File: config.mk
export PLATFORM = sky130hd
export DESIGN_NAME = dmem_boot_flat
export DESIGN_NICKNAME = d
export VERILOG_FILES = /design/src/rtl/dmem_boot_if.sv /design/src/rtl/dmem_boot.sv /design/src/flat_wrapper.sv
export SDC_FILE = /design/constraint.sdc
export NUM_CORES = 2
export LEC_CHECK = 0
export CORE_MARGIN = 1
export CORE_UTILIZATION = 35
export DETAILED_ROUTE_END_ITERATION = 12
export PLACE_DENSITY = 0.51
export SLEW_MARGIN = 20
export SYNTH_ARGS = -nofsm -noshare
export SYNTH_HDL_FRONTEND = slang
export SYNTH_SLANG_ARGS = --single-unit
File: constraint.sdc
create_clock -name clk -period 4.8 [get_ports clk]
set_input_delay 0.96 -clock clk [delete_from_list [all_inputs] [get_ports clk]]
set_output_delay 0.96 -clock clk [all_outputs]
set_load 0.05 [all_outputs]
File: src/rtl/dmem_boot_if.sv
// rtl/dmem_boot_if.sv - CPU bus, boot-loader stream, I/O port and load status bundle for dmem_boot
//   master : CPU/loader side; drives cpu_addr/cpu_R/cpu_W/cpu_wdata, load_valid/load_data/load_last, reload, io_in
//   slave  : memory side; drives cpu_rdata, cpu_rst, load_ready, io_out, load_count, load_ovf
interface dmem_boot_if #(
    parameter int ADDR_W = 8,
    parameter int DATA_W = 8
);
    logic [ADDR_W-1:0] cpu_addr;
    logic              cpu_R;       // active low
    logic              cpu_W;       // active low
    logic [DATA_W-1:0] cpu_wdata;
    logic [DATA_W-1:0] cpu_rdata;
    logic              cpu_rst;
    logic              load_valid;
    logic              load_ready;
    logic [DATA_W-1:0] load_data;
    logic              load_last;
    logic              reload;
    logic [DATA_W-1:0] io_in;
    logic [DATA_W-1:0] io_out;
    logic [ADDR_W:0]   load_count;
    logic              load_ovf;

    modport master (
        output cpu_addr, cpu_R, cpu_W, cpu_wdata,
        output load_valid, load_data, load_last, reload, io_in,
        input  cpu_rdata, cpu_rst, load_ready, io_out, load_count, load_ovf
    );

    modport slave (
        input  cpu_addr, cpu_R, cpu_W, cpu_wdata,
        input  load_valid, load_data, load_last, reload, io_in,
        output cpu_rdata, cpu_rst, load_ready, io_out, load_count, load_ovf
    );
endinterface

File: src/rtl/dmem_boot.sv
// rtl/dmem_boot.sv - unified program/data RAM with boot-loader FSM and one memory-mapped I/O port
//   clk  : single clock, posedge
//   rst  : synchronous active-high reset
//   bus  : dmem_boot_if.slave - CPU bus (addr/R/W/wdata -> rdata), CPU reset, loader byte stream,
//          reload request, io_in/io_out port, load_count and sticky load_ovf status
module dmem_boot #(
    parameter int              ADDR_W        = 8,
    parameter int              DATA_W        = 8,
    parameter logic [ADDR_W-1:0] IO_ADDR     = 8'hFF,
    parameter bit              LOAD_ON_RESET = 1'b1
) (
    input  logic       clk,
    input  logic       rst,
    dmem_boot_if.slave bus
);
    localparam int DEPTH = 1 << ADDR_W;
    localparam logic [ADDR_W-1:0] PTR_ONE = ADDR_W'(1);
    localparam logic [ADDR_W:0]   CNT_ONE = (ADDR_W+1)'(1);

    typedef enum logic {S_LOAD, S_RUN} state_t;

    state_t            state_q;
    logic [ADDR_W-1:0] ptr_q;
    logic [ADDR_W:0]   count_q;
    logic [DATA_W-1:0] io_out_q;
    logic              ovf_q;
    logic [DATA_W-1:0] mem_q [DEPTH];

    logic              in_load;
    logic              accept;
    logic              io_hit;
    logic              cpu_wr;
    logic              mem_we;
    logic [ADDR_W-1:0] mem_waddr;
    logic [DATA_W-1:0] mem_wdata;

    assign in_load = (state_q == S_LOAD);
    assign accept  = bus.load_valid & bus.load_ready;
    assign io_hit  = (bus.cpu_addr == IO_ADDR);
    // CPU strobes only count in RUN and never while reset is asserted.
    assign cpu_wr  = ~rst & ~in_load & ~bus.cpu_W;

    assign bus.cpu_rst    = rst | in_load;
    assign bus.load_ready = in_load & ~rst;
    assign bus.load_count = count_q;
    assign bus.load_ovf   = ovf_q;
    assign bus.io_out     = io_out_q;

    // Zero-latency read; a simultaneous write lands at the edge, so the old value is returned.
    always_comb begin
        bus.cpu_rdata = '0;
        if (!in_load && !bus.cpu_R) begin
            bus.cpu_rdata = io_hit ? bus.io_in : mem_q[bus.cpu_addr];
        end
    end

    // The RAM write port is shared: loader owns it in LOAD, the CPU in RUN.
    always_comb begin
        mem_we    = 1'b0;
        mem_waddr = bus.cpu_addr;
        mem_wdata = bus.cpu_wdata;
        if (in_load) begin
            mem_we    = accept;
            mem_waddr = ptr_q;
            mem_wdata = bus.load_data;
        end else begin
            mem_we    = cpu_wr & ~io_hit;
        end
    end

    // RAM contents survive reset, so this block has no reset branch.
    always_ff @(posedge clk) begin
        if (mem_we) begin
            mem_q[mem_waddr] <= mem_wdata;
        end
    end

    always_ff @(posedge clk) begin
        if (rst) begin
            state_q  <= LOAD_ON_RESET ? S_LOAD : S_RUN;
            ptr_q    <= '0;
            count_q  <= '0;
            io_out_q <= '0;
            ovf_q    <= 1'b0;
        end else begin
            case (state_q)
                S_LOAD: begin
                    if (accept) begin
                        ptr_q   <= ptr_q + PTR_ONE;
                        count_q <= count_q + CNT_ONE;
                        if (bus.load_last) begin
                            state_q <= S_RUN;
                        end else if (ptr_q == {ADDR_W{1'b1}}) begin
                            // Image filled the whole RAM without a last marker: stop and flag it.
                            ovf_q   <= 1'b1;
                            state_q <= S_RUN;
                        end
                    end
                end
                default: begin
                    if (cpu_wr && io_hit) begin
                        io_out_q <= bus.cpu_wdata;
                    end
                    if (bus.reload) begin
                        state_q <= S_LOAD;
                        ptr_q   <= '0;
                        count_q <= '0;
                        ovf_q   <= 1'b0;
                    end
                end
            endcase
        end
    end
endmodule

File: src/flat_wrapper.sv
// flat-port wrapper written by rule: the top's interface ports become plain ports
module dmem_boot_flat 
#(
    parameter int              ADDR_W        = 8,
    parameter int              DATA_W        = 8,
    parameter logic [ADDR_W-1:0] IO_ADDR     = 8'hFF,
    parameter bit              LOAD_ON_RESET = 1'b1
)
  (clk, rst, bus_cpu_addr, bus_cpu_R, bus_cpu_W, bus_cpu_wdata, bus_load_valid, bus_load_data, bus_load_last, bus_reload, bus_io_in, bus_cpu_rdata, bus_cpu_rst, bus_load_ready, bus_io_out, bus_load_count, bus_load_ovf);
  dmem_boot_if #(.ADDR_W(ADDR_W), .DATA_W(DATA_W)) bus_i ();
  input  logic clk;
  input  logic rst;
  input wire logic [$bits(bus_i.cpu_addr)-1:0] bus_cpu_addr;
  input wire logic [$bits(bus_i.cpu_R)-1:0] bus_cpu_R;
  input wire logic [$bits(bus_i.cpu_W)-1:0] bus_cpu_W;
  input wire logic [$bits(bus_i.cpu_wdata)-1:0] bus_cpu_wdata;
  input wire logic [$bits(bus_i.load_valid)-1:0] bus_load_valid;
  input wire logic [$bits(bus_i.load_data)-1:0] bus_load_data;
  input wire logic [$bits(bus_i.load_last)-1:0] bus_load_last;
  input wire logic [$bits(bus_i.reload)-1:0] bus_reload;
  input wire logic [$bits(bus_i.io_in)-1:0] bus_io_in;
  output wire logic [$bits(bus_i.cpu_rdata)-1:0] bus_cpu_rdata;
  output wire logic [$bits(bus_i.cpu_rst)-1:0] bus_cpu_rst;
  output wire logic [$bits(bus_i.load_ready)-1:0] bus_load_ready;
  output wire logic [$bits(bus_i.io_out)-1:0] bus_io_out;
  output wire logic [$bits(bus_i.load_count)-1:0] bus_load_count;
  output wire logic [$bits(bus_i.load_ovf)-1:0] bus_load_ovf;
  assign bus_i.cpu_addr = bus_cpu_addr;
  assign bus_i.cpu_R = bus_cpu_R;
  assign bus_i.cpu_W = bus_cpu_W;
  assign bus_i.cpu_wdata = bus_cpu_wdata;
  assign bus_i.load_valid = bus_load_valid;
  assign bus_i.load_data = bus_load_data;
  assign bus_i.load_last = bus_load_last;
  assign bus_i.reload = bus_reload;
  assign bus_i.io_in = bus_io_in;
  assign bus_cpu_rdata = bus_i.cpu_rdata;
  assign bus_cpu_rst = bus_i.cpu_rst;
  assign bus_load_ready = bus_i.load_ready;
  assign bus_io_out = bus_i.io_out;
  assign bus_load_count = bus_i.load_count;
  assign bus_load_ovf = bus_i.load_ovf;
  dmem_boot #(.ADDR_W(ADDR_W), .DATA_W(DATA_W), .IO_ADDR(IO_ADDR), .LOAD_ON_RESET(LOAD_ON_RESET)) u_core (.clk(clk), .rst(rst), .bus(bus_i));
endmodule
# [After elaboration in Yosys (flattened, before gate mapping)]
# Memories as Yosys holds them, arrays and structs flattened.
# Cells that the tools add are included.
[totals] rom_bits=0 in_bits=39 memories=1 ram_bits=2048 regBits=27 latch_bits=0 word_cells=53
[memory_table] name="u_core.mem_q" words=256 word_bits=8 read_ports=1 rd_clocked_by_memory_dff=0 wr=1 line_no="dmem_boot.sv:27" source="logic [DATA_W-1:0] mem_q [DEPTH];"
[classes] shifts=0 div_mod_pow=0 n_mux=23 n_mul=0 n_reduce_logical=8 magnitude_cmp=0 addsub=2 n_eq_ne=4 n_bitwise=10
[op_table] operator="$mux W8" count=7
[op_table] operator="$mux W9" count=3
[op_table] operator="$eq A8 B8 Y1 const B" count=2
[op_table] operator="$mux W1" count=13
[op_table] operator="$add A9 B1 Y9 const B" count=1
[op_table] operator="$add A8 B1 Y8 const B" count=1
[op_table] operator="$and A1 B1 Y1" count=5
[op_table] operator="$not A1 Y1" count=4
[op_table] operator="$reduce_and A2 Y1" count=2
[op_table] operator="$reduce_and A4 Y1" count=1
[op_table] operator="$reduce_bool A2 Y1" count=2
[op_table] operator="$logic_and A1 B1 Y1" count=2
[op_table] operator="$ne A2 B1 Y1 const B" count=1
[op_table] operator="$ne A2 B2 Y1 const B" count=1
[op_table] operator="$logic_not A1 Y1" count=1
[op_table] operator="$or A1 B1 Y1" count=1

# [Depth between registers and ports, before layout]
[depth] ltp_word=7 depth_mapped=13

# [Least setup slack after synthesis]
# Ideal clock, no wire load.
[synth_timing] path_kind="input to output" from="input bus_cpu_addr[0]" to="output bus_cpu_rdata[4]" t_required_ns=3.840 arrival_time_ns=4.194 path_stages=11 slack_ns=-0.354 n_path_buf=5 cell_sequence="buf_6 > buf_12 > buf_6 > buf_4 > buf_6 > mux2i_1 > a221oi_1 > o21ai_0 > o211ai_1 > a221oi_1 > o311ai_0"
[synth_between] elab_chain_cells=3
[synth_rtl] element="start: declaration" line_no="flat_wrapper.sv:13" source="input wire logic [$bits(bus_i.cpu_addr)-1:0] bus_cpu_addr;"
[synth_rtl] element="$mem_v2 Z256 W8 or $eq A8 B8 Y1 (tied branches)"
[synth_rtl] element="$mux W8 *" line_no="dmem_boot.sv:53" source="bus.cpu_rdata = io_hit ? bus.io_in : mem_q[bus.cpu_addr];"
[synth_rtl] element="$mux W8 *" line_no="dmem_boot.sv:52" source="if (!in_load && !bus.cpu_R) begin"
[synth_rtl] element="end: declaration" line_no="flat_wrapper.sv:22" source="output wire logic [$bits(bus_i.cpu_rdata)-1:0] bus_cpu_rdata;"
# Every way passes the cells marked *; elsewhere a longest branch is shown, timed or not.

# [Final worst setup path]
[layout_timing] from="input bus_cpu_addr[5]" to="output bus_cpu_rdata[0]"
# Same word-level chain as after synthesis.

==> summary.md <==
| Metric | Value |
|---|---|
| Final Critical Period | 4.81 ns |
| Drt first pass iters | 6 |
| Final Hold Fails | 0 |
| Initial cell density of the core | 0.353 |
| Syn avg cell area | 20.4 µm² |
| Die Span Y | 484 µm |
| Max-Cap Viols | 0 |
| Syn nets | 4,030 |
| Top cells by area, synth | edfxtp_1 76%, mux4_2 12%, mux2i_1 3.6% |
| Core Box Area | 230,000 µm² |
| EDFF count, synth | 2,048 |
| YS warnings | 0 |
| Htree depth | 4 |
| Sequential share of power | 0.516 |
| Number of global-route vias before repair | 43,755 |
| Final period utilization | 1.00 |
| Post-Synth Adder-Cell Area | 0.000308 |
| Pre-CTS WS | -0.790 ns |
| Status | complete, but fails checks |
| Syn Inst Count | 3,989 |
| Layout area overhead | 22.3% |
| Ys async rst share | 0 |
| P_sw | 8.66 mW |
| Die width | 484 µm |
| First-pass GRT wire length | 334,000 µm |
| Sw frac | 0.222 |
| Layout Nets | 4,906 |
| Int Pwr | 30.3 mW |
| Post-Syn Area | 81,300 µm² |
| Vias/cell | 5.34 |
| Static leakage | 32.9 nW |
| Critical Path RT | 3.84 ns |
| CP Capture Type | output pin |
| Most frequent cell after synthesis | edfxtp_1 |
| Antenna Nets Post-Route | 0 |
| Clock Power Share | 0.417 |
| Arrival time at the worst endpoint | 3.85 ns |
| Sequential fraction of the synthesis area | 0.763 |
| Worst Skew | 0.0515 ns |
| Slew HR | 0.230 |
| Largest net degree at the start of global routing | 139 |
| Crit start category | primary input |
| # fillers | 20,053 |
| Dominant synthesized flop cell | edfxtp_1 |
| Library cells used by synthesis | 63 |
| Failing checks | setup timing |
| Clock tree sinks | 2,075 |
| CTS Buffer Depth | 3 |
| Overall Global Routing Usage | 0.200 |
| Number of CTS-inserted buffers | 215 |
| Wire length per cell | 29.3 µm |
| Site row count | 176 |
| Post-Synth XOR/XNOR Area | 0.00118 |
| Mux share of post-synthesis cell area | 0.158 |
| Grt ovf | 0 |
| Die area | 234,000 µm² |
| Simple-gate share of the synthesized area | 0.0279 |
| Count of final setup violators | 1 |
| Final WL | 237,000 µm |
| Clock slew at reported path FFs | 0.06 ns |
| Setup CP Type | primary input to output pin |
| Top cells by count, synth | 2,048 x edfxtp_1, 426 x mux4_2, 331 x nor2_1, 289 x mux2i_1, 135 x nand2_1 |
| Yosys reg bits | 2,075 |
| Combinational family with the most area after synthesis | multiplexers |
| HPWL after DPL | 155,000 µm |
| Clock Tree Root | clkbuf_16 |
| Logic pwr share | 0.066 |
| VDD IR max | 0.305 mV |
| Initial DRC Count | 4,193 |
| # hold bufs at CTS | 0 |
| Setup TNS | -0.00869 ns |
| Fin. max-slew vios | 0 |
| TritonCTS clock tree | built |
| Num ports | 67 |
| Maximum clock frequency | 0.208 GHz |
| Tot Pwr | 38.9 mW |
| Compound-Gate Fraction of Synth Area | 0.0318 |
| Share of cells above drive strength 1 | 0.336 |
| Area post-placement | 91,400 µm² |
| Share of the synthesized area in the top cell type | 0.756 |
| CP max FO | 10 |
| DR DRC count | 0 |
| Worst Slack Setup Final | -0.00869 ns |
| Routability cong. | 0.890 |
| PortBufs | 66 |
| Final Cell Area | 99,400 µm² |
| Clock latency at the later pin of the worst-skew pair | 0.85 ns |
| Worst hold path type | flip-flop to flip-flop |
| Cell Pwr Density | 391 nW/µm² |
| Worst slew pin tran | 1.15 ns |
| Initial antenna violation count | 9 |
| Biggest area consumer among synthesized cells | edfxtp_1 |
| Via count | 43,133 |
| Final core occ | 0.432 |
power groups by stage:
stage | registers [mW] | logic, mW | clock network, mW
after floorplan | 20.5 | 1.19 | 0
after global placement | 20.5 | 2.45 | 0
after detailed placement | 20.5 | 2.47 | 0
after CTS | 20.1 | 2.58 | 16.5
after global routing | 20.1 | 2.70 | 17.2
final | 20.1 | 2.58 | 16.2
cells in the final DEF, fill, tap and decap left out, drive strengths merged, types with 5 or more instances in the layout:
| cell | n |
|---|---|
| nand2 | 135 |
| o2111ai | 5 |
| nor2 | 331 |
| o211ai | 21 |
| mux4 | 431 |
| a22oi | 57 |
| nand3 | 17 |
| a221oi | 36 |
| a22o | 7 |
| xor2 | 11 |
| clkinv | 109 |
| a31oi | 15 |
| a21oi | 47 |
| nor2b | 12 |
| diode | 6 |
| and2 | 5 |
| o22ai | 19 |
| dfxtp | 27 |
| nand4 | 10 |
| a32oi | 12 |
| inv | 14 |
| o31ai | 7 |
| clkbuf | 258 |
| clkdlybuf4s50 | 53 |
| mux2i | 289 |
| clkinvlp | 7 |
| buf | 836 |
| or3 | 6 |
| edfxtp | 2048 |
| nor3b | 6 |
| o21ai | 62 |
| nand2b | 12 |
| a2111oi | 6 |
| a311oi | 7 |
| nor3 | 7 |
| a211oi | 13 |
| bufinv | 17 |
| o221ai | 12 |
| mux2 | 23 |
| a31o | 6 |
critical path: stages:
cell and delay [ns]:
clkdlybuf4s50_1 0.45, buf_12 0.17, buf_6 0.15, nand3b_1 0.13, buf_6 0.14, buf_4 0.14
a21oi_1 0.05, a31o_2 0.30, a2111o_1 0.53, o311ai_4 0.18, o211ai_1 0.23, buf_4 0.20
buf_4 0.18
flip-flops by register name, summed over array words and instances, names as in the netlist:
signal,cells
u_core.bus.io_out,8
u_core.bus.load_count,9
u_core.bus.load_ovf,1
u_core.mem_q,2048
u_core.ptr_q,8
u_core.state_q,1
through the flow:
step / hold WS (ns) / cells
finish: 0.481 / 8074
global route: 0.506 / 8071
CTS: 0.485 / 8061
detailed placement: 0.475 / 7632
global placement: 0.464 / 7632
floorplan: 0.536 / 3989
final cells by class:
| cell class | instances | area [µm²] | share of cell area |
|---|---|---|---|
| Inverter | 8 | 31.3 | 0.000315 |
| Timing Repair Buffer | 895 | 8220 | 0.0827 |
| Clock inverter | 139 | 1220 | 0.0123 |
| Sequential cell | 2075 | 62000 | 0.624 |
| Clock buffer | 255 | 5570 | 0.0561 |
| Tap cell | 3026 | 3790 | 0.0381 |
| Antenna cell | 6 | 15.0 | 0.000151 |
| Multi-Input combinational cell | 1670 | 18500 | 0.186 |
worst paths after layout:
kind	cells after the start	from	endpoint	slack, ns
min	2	u_core.bus.load_ovf	u_core.bus.load_ovf	0.48
min reg2reg	2	u_core.bus.load_ovf	u_core.bus.load_ovf	0.48
max reg2reg	9	u_core.state_q	u_core.mem_q[196][1]	1.51
max	13	bus_cpu_addr[5]	bus_cpu_rdata[0]	-0.009
metal layers:
metal  track usage  routed length (µm)
met1         0.282              103000
met2         0.321              113000
met3        0.0324               14400
met4        0.0550                6130
met5             0                  31
timing repair:
action | 4_1_cts | 5_1_grt
pin swaps | 26 | 9
setup endpoints to repair | 8 | 7
endpoints found under the hold margin | 0 | 0
resized for setup | 109 | 27
buffers inserted | 31 | 6
cloned | 5 | 3
logic make-up (layout without fill, tap and decap cells):
logic type | after synthesis | count (layout)
flops | 2075 | 2075
mux | 743 | 743
simple gates | 550 | 550
compound gates | 364 | 364
buf+inv | 244 | 1297
xor+xnor | 11 | 11
fa+ha+maj | 2 | 2
other cells | 0 | 6
(Power assumes the default switching activity.)
